File: config.mk
export PLATFORM = sky130hd
export DESIGN_NAME = muldiv_sequencer
export DESIGN_NICKNAME = d
export VERILOG_FILES = /design/src/rtl/muldiv_sequencer.sv
export SDC_FILE = /design/constraint.sdc
export NUM_CORES = 1
export LEC_CHECK = 0
export ABC_CLOCK_PERIOD_IN_PS = 9180
export BUFFER_PORTS_ARGS = -buffer_cell sky130_fd_sc_hd__buf_2
export CAP_MARGIN = 25
export CORE_ASPECT_RATIO = 1.25
export CORE_MARGIN = 5
export CORE_UTILIZATION = 40
export CTS_BUF_LIST = sky130_fd_sc_hd__clkbuf_8
export DETAILED_ROUTE_END_ITERATION = 6
export SLEW_MARGIN = 15
export SYNTH_ARGS = -nofsm -noshare
export SYNTH_HDL_FRONTEND = slang
export SYNTH_SLANG_ARGS = --single-unit
export TNS_END_PERCENT = 100
File: constraint.sdc
create_clock -name CLK -period 9.18 [get_ports CLK]
set_clock_uncertainty 0.1 [all_clocks]
set_input_delay 1.836 -clock CLK [delete_from_list [all_inputs] [get_ports CLK]]
set_output_delay 1.836 -clock CLK [all_outputs]
set_load 0.05 [all_outputs]
File: src/rtl/muldiv_sequencer.sv
// Iterative signed multiply-accumulate / restoring divide sequencer.
// One shift step per cycle; SETUP takes magnitudes, FIX restores the sign and writes P.
module muldiv_sequencer #(
    parameter int W     = 26,
    parameter int CNT_W = 5
) (
    input  logic         CLK,
    input  logic         RST,
    input  logic [W-1:0] DB_IN,
    output logic [W-1:0] DB_OUT,
    output logic         DB_OE,
    input  logic         LDX,
    input  logic         LDY,
    input  logic         LDZ,
    input  logic         IS_DIV,
    input  logic         MD_START,
    input  logic         MD_RST,
    input  logic         OUTPUT_PQ,
    output logic         MD_IS_ACTIVE,
    output logic         MD_DONE,
    output logic         DIV_ZERO
);

    typedef enum logic [1:0] {IDLE, SETUP, ITER, FIX} state_t;

    state_t state, state_nxt;

    logic signed [W-1:0] x_reg, y_reg, z_reg, p_reg;
    logic [W-1:0]        mag_x, mag_y, acc, q;
    logic [CNT_W-1:0]    cnt;
    logic                is_div, neg_res, div_zero;
    logic                last_step;

    logic [W:0]          rem_shift;
    logic [W-1:0]        acc_step, q_step;

    function automatic logic [W-1:0] abs_mag(input logic [W-1:0] v);
        return v[W-1] ? (~v + 1'b1) : v;
    endfunction

    function automatic logic [W-1:0] apply_sign(input logic [W-1:0] mag, input logic neg);
        return neg ? (~mag + 1'b1) : mag;
    endfunction

    assign last_step = (cnt == CNT_W'(W - 1));

    // Multiply consumes the multiplier MSB-first from q; divide shifts the
    // dividend out of q into the remainder while quotient bits shift in.
    always_comb begin
        rem_shift = {acc, q[W-1]};
        q_step    = {q[W-2:0], 1'b0};
        acc_step  = {acc[W-2:0], 1'b0} + (q[W-1] ? mag_x : '0);
        if (is_div) begin
            if (rem_shift >= {1'b0, mag_y}) begin
                acc_step  = rem_shift[W-1:0] - mag_y;
                q_step[0] = 1'b1;
            end else begin
                acc_step  = rem_shift[W-1:0];
            end
        end
    end

    always_ff @(posedge CLK) begin
        if (RST) begin
            state <= IDLE;
        end else begin
            state <= state_nxt;
        end
    end

    always_comb begin
        state_nxt = state;
        if (MD_RST) begin
            state_nxt = IDLE;
        end else begin
            case (state)
                IDLE:    if (MD_START) state_nxt = SETUP;
                SETUP:   state_nxt = ITER;
                ITER:    if (last_step) state_nxt = FIX;
                FIX:     state_nxt = IDLE;
                default: state_nxt = IDLE;
            endcase
        end
    end

    always_ff @(posedge CLK) begin
        if (RST || MD_RST) begin
            x_reg    <= '0;
            y_reg    <= '0;
            z_reg    <= '0;
            p_reg    <= '0;
            cnt      <= '0;
            div_zero <= 1'b0;
            is_div   <= 1'b0;
        end else begin
            case (state)
                IDLE: begin
                    if (LDX) x_reg <= DB_IN;
                    if (LDY) y_reg <= DB_IN;
                    if (LDZ) z_reg <= DB_IN;
                    if (MD_START) begin
                        is_div   <= IS_DIV;
                        div_zero <= 1'b0;
                    end
                end
                SETUP: begin
                    mag_x   <= abs_mag(x_reg);
                    mag_y   <= abs_mag(y_reg);
                    neg_res <= x_reg[W-1] ^ y_reg[W-1];
                    acc     <= '0;
                    q       <= is_div ? abs_mag(x_reg) : abs_mag(y_reg);
                    cnt     <= '0;
                end
                ITER: begin
                    acc <= acc_step;
                    q   <= q_step;
                    cnt <= cnt + 1'b1;
                end
                FIX: begin
                    if (is_div && mag_y == '0) begin
                        p_reg    <= '1;
                        div_zero <= 1'b1;
                    end else if (is_div) begin
                        p_reg <= apply_sign(q, neg_res);
                    end else begin
                        p_reg <= apply_sign(acc, neg_res) + z_reg;
                    end
                end
                default: ;
            endcase
        end
    end

    // Outputs are forced low during reset and an aborting MD_RST cannot produce a done pulse.
    assign MD_IS_ACTIVE = !RST && (state != IDLE);
    assign MD_DONE      = !RST && !MD_RST && (state == FIX);
    assign DB_OE        = !RST && OUTPUT_PQ && (state == IDLE);
    assign DB_OUT       = DB_OE ? p_reg : '0;
    assign DIV_ZERO     = !RST && div_zero;

endmodule

# --- Yosys cells after proc, flatten, opt, wreduce, memory -nomap -nowiden ---
# Index checks and enable logic that the tools add are counted.
totals:
  reg_bits: 218
  latchBits: 0
  mem_bits_rw: 0
  rom_bits: 0
  in_bits: 35
  out_inout_bits: 30
  wordCells: 81
  mem_count: 0
op_classes:
  n_addsub: 8
  mul: 0
  div_mod_pow: 0
  magnitude_cmp: 1
  eq_ne: 7
  n_shift: 0
  mux: 22
  bitwise: 6
  n_reduce_logical: 24
ops:
  columns: ["operator", "n"]
  rows:
  - ["26-bit 2-to-1 mux", 11]
  - ["26-bit by 1-bit adder with 26-bit output (second input constant)", 4]
  - ["26-bit NOT", 4]
  - ["26-bit one-hot mux with 2 select lines", 2]
  - ["26-bit adder", 2]
  - ["27-bit by 26-bit >= comparator with 1-bit output", 1]
  - ["26-bit logical NOT", 1]
  - ["26-bit subtractor", 1]
  - ["2-bit AND reduction", 7]
  - ["5-bit one-hot mux with 2 select lines", 1]
  - ["2-bit one-hot mux with 4 select lines", 1]
  - ["1-bit logical AND", 7]
  - ["2-bit != test (second input constant)", 3]
  - ["2-bit nonzero test", 3]
  - ["5-bit by 1-bit adder with 5-bit output (second input constant)", 1]
  - ["5-bit equality test (second input constant)", 1]
  - ["2-bit equality test (second input constant)", 2]
  - ["1-bit 2-to-1 mux", 4]
  - ["2-bit 2-to-1 mux", 2]
  - ["3-bit AND reduction", 1]
  - ["2-bit by 1-bit equality test with 1-bit output (second input constant)", 1]
  - ["1-bit logical NOT", 2]
  - ["2-bit logical NOT", 1]
  - ["1-bit one-hot mux with 2 select lines", 1]
  - ["other kinds (4)", 4]

# --- Longest topological paths before layout ---
# Gate-level depths: netlist of run 1.
depth:
  depth_word: 6
  depth_mapped: 16
  mapped_depth_nobuf: 16

# --- Least setup slack after synthesis of run 1 ---
# OpenSTA, ideal clock, no wires.
synth_path:
  kind: "in2reg"
  from: "input port RST"
  to: "register acc[0], enable pin"
  setup_ns: 0.462
  t_arrival_ns: 4.622
  setup_slack_ns: 3.996
  stages: 4
  path_buffers: 2
  path_cell_list: "or2_2 clkbuf_1 clkbuf_1 nor2_1"
synth_between:
  elab_chain_cells: 3
synth_lines:
  columns: ["item", "line_no", "source"]
  rows:
  - ["start, declared", "8", "input logic RST,"]
  - ["1-bit logical OR", "87", "if (RST || MD_RST) begin"]
  - ["1-bit NOT (no line)", null, null]
  - ["2-bit AND reduction (no line)", null, null]
  - ["end signal, assigned", "115", "acc <= acc_step;"]
  - ["end, declared", "29", "logic [W-1:0] mag_x, mag_y, acc, q;"]
# Every way passes these cells.
# A chain may end at the register's enable or synchronous reset.

# --- Worst setup path in the final report of run 1 ---
layout_path:
  from: "input port OUTPUT_PQ"
  to: "output port DB_OUT[14]"
layout_between:
  elab_chain_cells: 3
layout_lines:
  columns: ["item", "line_no", "source"]
  rows:
  - ["start, declared", "18", "input logic OUTPUT_PQ,"]
  - ["1-bit logical AND (2 in a row)", "137", "assign DB_OE = !RST && OUTPUT_PQ && (state == IDLE);"]
  - ["26-bit 2-to-1 mux", "138", "assign DB_OUT = DB_OE ? p_reg : '0;"]
  - ["end, declared", "10", "output logic [W-1:0] DB_OUT,"]
# Every way passes these cells.

==> flow_summary.ini, run 1 <==
[timing]
tightest_slew_ps = 995
min_period_ps = 4910
hold_viol_final = 0
slew_viol_final = 0
min_period_over_period = 0.535
setup_violations = 0
setup_tns_ps = 0
fmax_mhz = 204
rsz0062_at_grt = false
maxSlewHeadroom = 0.335

[global_routing]
gr-total-overflow = 0
antenna_found_initial = 1
grt_pass1_vias = 12500
grt.total_usage = 0.221
grt_pass1_wl_um = 71700
grt_max_degree = 86

[logic_synthesis]
ys_seq_area_frac = 0.366
synth_area_leaders = edfxtp_1 21%, dfxtp_1 15%, nand2_1 7.4%, ha_1 7.4%, xnor2_1 6.6%
synth_top_area_frac = 0.213
yosys_most_used_dff = dfxtp_1
synthArstFlopShare = 0
synth_top_cell_by_area = edfxtp_1
synth_warnings = 0
synth_nets = 1879
synth.ff_latch_count = 218
yosysUniqueCellTypes = 75
synth_edf_count = 105
syn_inst = 1754
syn_area_per_cell_um2 = 8.44
syn_area_mm2 = 0.0148

[critical_path]
slowest_delay_ps = 530
slowest_stage = nor2_2
start_kind = primary input
end_kind = primary output
crit_path_frequent_cell = buf_2
worst-setup-path-type = primary input to primary output
crit_chain = buf_2 -> nand2_1 -> nor2_2 -> and2_1 -> buf_2
cp_data_arrival_time_ps = 2970
crit_fanout = 27
required_ps = 7240

[route]
routed_wl_um = 46500
vias = 13100
antenna_left = 0
wl_met2_um = 22700
wl_met1_um = 19500
drt_iter0_drc = 880
avgRoutedWirePerCell_um = 20.2
top_layer = met4
wl_met3_um = 2290
first_pass_iters = 5
drc = 0
drt-vias-per-instance = 5.69

[finish]
area_growth_pct = 10.4
final_cell_mix = 291 x nand2_1, 181 x a21oi_1, 128 x o21ai_0
fin_nets = 1916
final_cells = 2299
mostFrequentLayoutCell = nand2_1
fin_area_mm2 = 0.0163
drive_above_1_share = 0.0952

[placed_design]
dp_cells = 2227
dp_hpwl_um = 35500
postPlaceCellArea_mm2 = 0.0155
gp_congestion = 0.949
portBuffers = 64

[power]
p_comb_frac = 0.122
p_int_mw = 1.65
pwr-share-seq = 0.469
ir_worst_vdd_v = 0.000113
total_power_mw = 2.28
power_density_mw_per_mm2 = 139
p_leak_nw = 6.36
swShare = 0.278
power_frac_clock = 0.409
p_switching_mw = 0.633

[floorplan]
core_mm2 = 0.0364
die_h_um = 225
die_w_um = 182
ios = 65
die_area_mm2 = 0.0410
start_util = 0.407
rows = 78

[clocking]
clockBufferDepth = 3
htree_num_levels = 2
cts_resized = 0
clock_latency_ps = 570
post_cts_buffers = 0
cts_tree = done
cts.reportedPaths.clkPinSlew_ps = 60
cts_hold_buf = 0
clockRootBuffer = clkbuf_8
cts_buffers = 38
clkSinkCount = 218

[flow_run]
cap_violations = 0

[status]
status = finished, final reports clean

[min_path]
hold_class = flop to flop
## synth_stat cells, types with 15 or more instances
| cell type | number |
|---|---|
| edfxtp_1 | 105 |
| nor2_1 | 73 |
| xor2_1 | 38 |
| a21o_1 | 33 |
| o21bai_1 | 15 |
| a21oi_1 | 181 |
| dfxtp_1 | 113 |
| xnor2_1 | 112 |
| o21ai_0 | 128 |
| o31ai_1 | 26 |
| clkbuf_1 | 76 |
| nor3_1 | 21 |
| nand4_1 | 21 |
| and2_1 | 62 |
| ha_1 | 87 |
| mux2i_1 | 25 |
| nand3_1 | 24 |
| nand2_1 | 291 |
| o21a_1 | 22 |
| inv_1 | 69 |
| or3_1 | 21 |
## layer usage
metal  GRT usage  vias to the layer above
li1            -                     6377
met1       0.277                     6235
met2       0.386                      378
met3      0.0232                       85
met4      0.0949                        0
met5           0                        -
## power groups by stage
| stage | sequential [mW] | clock, mW | combinational (mW) |
|---|---|---|---|
| global route | 1.07 | 0.994 | 0.307 |
| global placement | 1.09 | 0 | 0.269 |
| detailed placement | 1.09 | 0 | 0.274 |
| finish | 1.07 | 0.932 | 0.279 |
| CTS | 1.07 | 0.954 | 0.275 |
| floorplan | 1.07 | 0 | 0.194 |
## final cells by class
class	instances	area (um2)
fill	3583	20100
antenna	1	2.50
inverter	71	267
clock buffer	46	633
multi-input combinational	1382	8820
timing repair buffer	80	463
sequential	218	5420
tap	480	601
clock inverter	21	144
## critical path, delay by kind of cell
kind	cells	cell delay [ps]
and+or+nand+nor	3	800
buffers and inverters	2	330
## path summary, 6_finish.rpt
| path | from | endpoint | slack, ps | cells past startpoint |
|---|---|---|---|---|
| worst max register to register | acc[2] | p_reg[22] | 4580 | 13 |
| worst min register to register | x_reg[21] | x_reg[21] | 380 | 2 |
| worst min-delay path | x_reg[21] | x_reg[21] | 380 | 2 |
| worst max-delay path | OUTPUT_PQ | DB_OUT[14] | 4270 | 5 |
## stage by stage
step                setup slack (ps)   util  hold slack, ps
global route                    4100  0.449             403
detailed placement              3920  0.426             373
CTS                             3910  0.447             382
finish                          4270  0.449             383
global placement                4110  0.426             366
floorplan                       4000      -             341
## logic make-up (layout without fill, tap and decap cells)
| family | after synthesis | after routing | share of synthesized area |
|---|---|---|---|
| XOR/XNOR | 150 | 150 | 0.0888 |
| buffers and inverters | 154 | 218 | 0.0392 |
| adder cells (fa/ha/maj) | 90 | 90 | 0.0776 |
| other | 0 | 1 | 0 |
| multiplexers | 25 | 25 | 0.0169 |
| AND/OR/NAND/NOR | 597 | 597 | 0.192 |
| AO/OA/AOI/OAI | 520 | 520 | 0.219 |
| flip-flops | 218 | 218 | 0.366 |
Power figures use the tool's default switching activity.
==> inputs of run 2 (changes only) <==
--- a/config.mk
+++ b/config.mk
@@ -5,7 +5,7 @@
 export SDC_FILE = /design/constraint.sdc
 export NUM_CORES = 1
 export LEC_CHECK = 0
-export ABC_CLOCK_PERIOD_IN_PS = 9180
+export ABC_CLOCK_PERIOD_IN_PS = 4000
 export BUFFER_PORTS_ARGS = -buffer_cell sky130_fd_sc_hd__buf_2
 export CAP_MARGIN = 25
 export CORE_ASPECT_RATIO = 1.25
==> constraint.sdc (replaced) <==
create_clock -name CLK -period 4 [get_ports CLK]
set_clock_uncertainty 0.1 [all_clocks]
set_input_delay 0.8 -clock CLK [delete_from_list [all_inputs] [get_ports CLK]]
set_output_delay 0.8 -clock CLK [all_outputs]
set_load 0.05 [all_outputs]
==> run 2 against run 1 <==
Effect of this change:
- combinational power grew 140%
- critical endpoint is now p_reg[25]
- die area unchanged
- clock power increased by 120%
- sequential cell count stayed put
- sequential share of layout area is 1.3 points lower
==> flow_summary.ini, run 2 (synthesis results as in run 1) <==
[finish]
regArea_mm2 = 0.00542
n_fill_cell = 3581
fin_nets = 1985
final_cell_mix = 291 x nand2_1, 177 x a21oi_1, 122 x o21ai_0
mostFrequentLayoutCell = nand2_1
area_growth_pct = 15.0
multi_input_area_mm2 = 0.00897
drive_above_1_share = 0.140
fin_area_mm2 = 0.0170

[floorplan]
die_w_um = 182
start_util = 0.407
ios = 65
core_mm2 = 0.0364
die_h_um = 225
rows = 78
die_area_mm2 = 0.0410

[timing]
slew_viol_final = 0
fin_ws_ps = 3.74
tightest_slew_ps = 1000
rsz0062_at_grt = true
hold_viol_final = 0
setup_violations = 0
min_period_ps = 4000
maxSlewHeadroom = 0.329
fmax_mhz = 250
hold_ws_ps = 374
min_period_over_period = 0.999
setup_tns_ps = 0

[flow_run]
cap_violations = 0

[critical_path]
start_kind = flop
crit_fanout = 4
cp_data_arrival_time_ps = 4370
worst-setup-path-type = flop to flop
r2r-start = acc[7]
slowest_stage = or4_4
slowest_delay_ps = 570
reg2reg_slack_ps = 4
required_ps = 4370
end_kind = flop
reg2reg_to = p_reg[25]
crit_chain = or4_4 -> nor4_4 -> buf_4 -> inv_1 -> or4_4 -> or2_4 -> o41ai_4 -> xnor2_1 -> ha_1 -> a21o_1 -> a21o_1 -> o21a_1 -> o21ai_1 -> a211oi_1 -> a211oi_1
crit_path_end = p_reg[25]
critPathLaunch = acc[7]
ff2ff_path_depth = 15

[route]
antenna_left = 0
vias = 13400
drt_iter0_drc = 961
routed_wl_um = 47700
avgRoutedWirePerCell_um = 20.1
first_pass_iters = 6
drt-vias-per-instance = 5.66
drc = 0

[clocking]
cts.reportedPaths.clkPinSlew_ps = 80
clockRootBuffer = clkbuf_8
clock_latency_ps = 560
cts_tree = done
cts_buffers = 35
htree_num_levels = 2
clockBufferDepth = 3
clkSinkCount = 218

[status]
status = finished, final reports clean

[global_routing]
grt_use_met2 = 0.397
grt_pass1_vias = 13000
antenna_found_initial = 1
grtUsageMet3 = 0.0271
grt_busiest_layer = met2
gr-total-overflow = 0
grt_max_degree = 85
grt_util_met1 = 0.280
grt_pass1_wl_um = 73100
grt.total_usage = 0.224

[placed_design]
pre_cts_ws_ps = -165
dp_hpwl_um = 36900
portBuffers = 64
gp_congestion = 0.928
postPlaceCellArea_mm2 = 0.0160

[power]
p_leak_nw = 6.73
ir_worst_vdd_v = 0.000275
power_density_mw_per_mm2 = 305
total_power_mw = 5.20

[min_path]
min_path_cells = 2
hold_class = flop to flop
[run 2: cell types whose count changed in the layout (fill, tap and decap cells not counted), sizes merged]
cell / delta
clkinvlp: -1
clkinv: -2
buf: +72
clkbuf: -2
[run 2: how the worst min path moves through the flow]
stage | from | to | slack [ps]
floorplan | z_reg[0] | z_reg[0] | 340
global placement | x_reg[1] | x_reg[1] | 360
detailed placement | x_reg[1] | x_reg[1] | 360
CTS | x_reg[1] | x_reg[1] | 370
global route | x_reg[1] | x_reg[1] | 390
finish | x_reg[1] | x_reg[1] | 370
[run 2: report_power, final]
| group | total [mW] | internal (mW) | switching (mW) | leakage (nW) |
|---|---|---|---|---|
| sequential | 2.45 | 2.39 | 0.0602 | 1.93 |
| combinational | 0.682 | 0.251 | 0.431 | 4.38 |
| clock | 2.07 | 1.13 | 0.942 | 0.416 |
[run 2: layout make-up]
| cell class | instances | area share |
|---|---|---|
| inverter | 71 | 0.0157 |
| multi-input combinational | 1382 | 0.527 |
| sequential | 218 | 0.318 |
| timing repair buffer | 152 | 0.0597 |
| tap | 480 | 0.0353 |
| antenna | 1 | 0.000147 |
| clock inverter | 18 | 0.00816 |
| clock buffer | 44 | 0.0356 |
[run 2: repair_timing]
action / in CTS / in global routing
gates resized for setup: 7 / 28
setup buffers: 0 / 8
hold endpoints to repair: 0 / 0
setup endpoints to repair: 5 / 12
hold buffers: 0 / 0
pin swaps: 4 / 30
[run 2: worst max-delay path: cells and delay by family (launching register included)]
family                     cells  cell delay (ps)
buffers and inverters          2              220
adders and majority gates      1              350
DFF                            1              390
and+or+nand+nor                4             1510
AOI/OAI and AO/OA              7             1220
xor gates and xnor gates       1              130
[run 2: per-stage QoR]
step / util / std cells
floorplan: - / 1754
global placement: 0.440 / 2292
detailed placement: 0.440 / 2293
CTS: 0.462 / 2355
global route: 0.468 / 2366
finish: 0.468 / 2366
[run 2: per-layer routing]
metal | share of wire | vias to the layer above
met5 | 0 | -
met4 | 0.039 | 0
met1 | 0.42 | 6432
li1 | - | 6503
met3 | 0.049 | 87
met2 | 0.49 | 374
==> inputs of run 3 (changes only) <==
==> constraint.sdc (replaced) <==
create_clock -name CLK -period 4 [get_ports CLK]
set_clock_uncertainty 0.1 [all_clocks]
set_input_delay 0.8 -clock CLK [delete_from_list [all_inputs] [get_ports CLK]]
set_output_delay 0.8 -clock CLK [all_outputs]
set_load 0.005 [all_outputs]
==> run 3 against run 2 <==
Effect of this change:
- sequential power hardly changed
- hold slack worse by 0.76 ps
- die area did not move
- setup slack improved by 49 ps
- utilization decreased by 0.15 points
- final area is 0.33% lower
- global-route usage grew 0.16 points
- critical path depth unchanged
- final cell count is essentially flat
- non-clock buffer count decreased by 6
- combinational power is 2% lower
- clock power hardly changed
- critical path type unchanged
- largest cell class unchanged
- largest power group unchanged
- highest routed layer unchanged
==> flow_summary.ini, run 3 (synthesis results as in run 1) <==
[finish]
drive_above_1_share = 0.137
utilization = 0.466
fin_area_mm2 = 0.0170
mostFrequentLayoutCell = nand2_1
fin_nets = 1981
final_cell_mix = 291 x nand2_1, 177 x a21oi_1, 122 x o21ai_0
n_fill_cell = 3601
area_growth_pct = 14.6

[critical_path]
end_kind = flop
worst-setup-path-type = flop to flop
start_kind = flop
crit_path_frequent_cell = a21o_1
slowest_stage = or4_4
crit_chain = or4_4 -> nor4_4 -> buf_4 -> or3b_4 -> or3_4 -> o31ai_4 -> xnor2_1 -> ha_1 -> a21oi_2 -> inv_1 -> a21o_1 -> a21o_1 -> a41oi_2 -> xor2_1 -> a21oi_1
required_ps = 4310
worstPathBufferInverterCount = 2
slowest_delay_ps = 580
cpLargestDelayFamily = simple AND/OR/NAND/NOR gates
cp_data_arrival_time_ps = 4260
crit_fanout = 2

[timing]
rsz0062_at_grt = true
maxSlewHeadroom = 0.344
setup_violations = 0
slew_viol_final = 0
min_period_over_period = 0.987
min_period_ps = 3950
fmax_mhz = 253
tightest_slew_ps = 982
hold_viol_final = 0

[placed_design]
portBuffers = 64
dp_hpwl_um = 37100
postPlaceCellArea_mm2 = 0.0160
gp_congestion = 0.935

[route]
first_pass_iters = 5
wl_met3_um = 2390
routed_wl_um = 47900
wl_met1_um = 20100
avgRoutedWirePerCell_um = 20.3
vias = 13300
drt_iter0_drc = 847
top_layer = met4
drc = 0
wl_met2_um = 23800
antenna_left = 0
drt-vias-per-instance = 5.64

[power]
p_switching_mw = 1.45
power_density_mw_per_mm2 = 304
p_comb_frac = 0.130
p_int_mw = 3.71
pwr-share-seq = 0.475
ir_worst_vdd_v = 0.000324
total_power_mw = 5.15
swShare = 0.281
p_leak_nw = 6.71
power_frac_clock = 0.396

[status]
status = finished, final reports clean

[global_routing]
grt_max_degree = 85
gr-total-overflow = 0
grt_pass1_vias = 12900
grt_pass1_wl_um = 73500
grt.total_usage = 0.226
antenna_found_initial = 1

[clocking]
clockBufferDepth = 3
clkSinkCount = 218
cts_tree = done
cts.reportedPaths.clkPinSlew_ps = 60
cts_buffers = 37
clock_latency_ps = 570
htree_num_levels = 2
clockRootBuffer = clkbuf_8

[floorplan]
ios = 65
die_area_mm2 = 0.0410
start_util = 0.407
core_mm2 = 0.0364
die_h_um = 225
rows = 78
die_w_um = 182

[flow_run]
cap_violations = 0

[min_path]
hold_class = flop to flop
==> run 3: cell count changes in the layout (fill, tap and decap cells not counted), sizes merged <==
cell	change
buf	-6
bufinv	-1
clkinv	+4
clkinvlp	-1
inv	+3
==> run 3: timing repair <==
action                                  in CTS  in global routing
endpoints found under the hold margin        0                  0
pin swaps                                    2                 22
endpoints found under the setup margin       5                 10
hold buffers                                 0                  0
resized for setup                            9                 25
setup buffers                                0                  4
==> run 3: worst reg2reg max path: stages (launching register included) <==
cell and delay [ps]:
edfxtp_1 390, or4_4 580, nor4_4 230, buf_4 170, or3b_4 390, or3_4 360
o31ai_4 230, xnor2_1 110, ha_1 340, a21oi_2 130, inv_1 70, a21o_1 150
a21o_1 170, a41oi_2 160, xor2_1 160, a21oi_1 80
==> run 3: power groups by stage <==
stage | Combinational [mW] | Sequential, mW | Clock, mW
finish | 0.669 | 2.45 | 2.04
global route | 0.736 | 2.45 | 2.19
CTS | 0.662 | 2.44 | 2.09
detailed placement | 0.657 | 2.49 | 0
global placement | 0.647 | 2.49 | 0
floorplan | 0.441 | 2.46 | 0
==> run 3: metal layers <==
metal,vias to the layer above,global-route usage
met5,-,0
met1,6426,0.285
met2,334,0.403
met4,0,0.0729
li1,6503,-
met3,85,0.0263
==> run 3: worst paths after layout <==
check | start | slack (ps) | to | depth (start not counted)
min reg2reg | x_reg[1] | 370 | x_reg[1] | 2
max | acc[7] | 50 | p_reg[24] | 15
max reg2reg | acc[7] | 50 | p_reg[24] | 15
min | x_reg[1] | 370 | x_reg[1] | 2
==> run 3: cell type report <==
type	instances	area, um2	share of cell area
antenna	1	2.50	0.000148
clock buffer	44	606	0.0357
clock inverter	23	144	0.00848
inverter	71	267	0.0157
multi-input combinational	1382	8960	0.528
sequential	218	5420	0.319
tap	480	601	0.0354
timing repair buffer	146	963	0.0568
==> run 3: per-stage QoR <==
stage                     instances  hold WS (ps)  TNS [ps]  worst slack [ps]
after floorplan                1754           341         0               109
after global placement         2291           357     -67.9             -50.2
after detailed placement       2292           362      -311              -192
after CTS                      2359           353     -6.00             -6.00
after global routing           2365           377      -251              -112
final                          2365           374         0              52.9
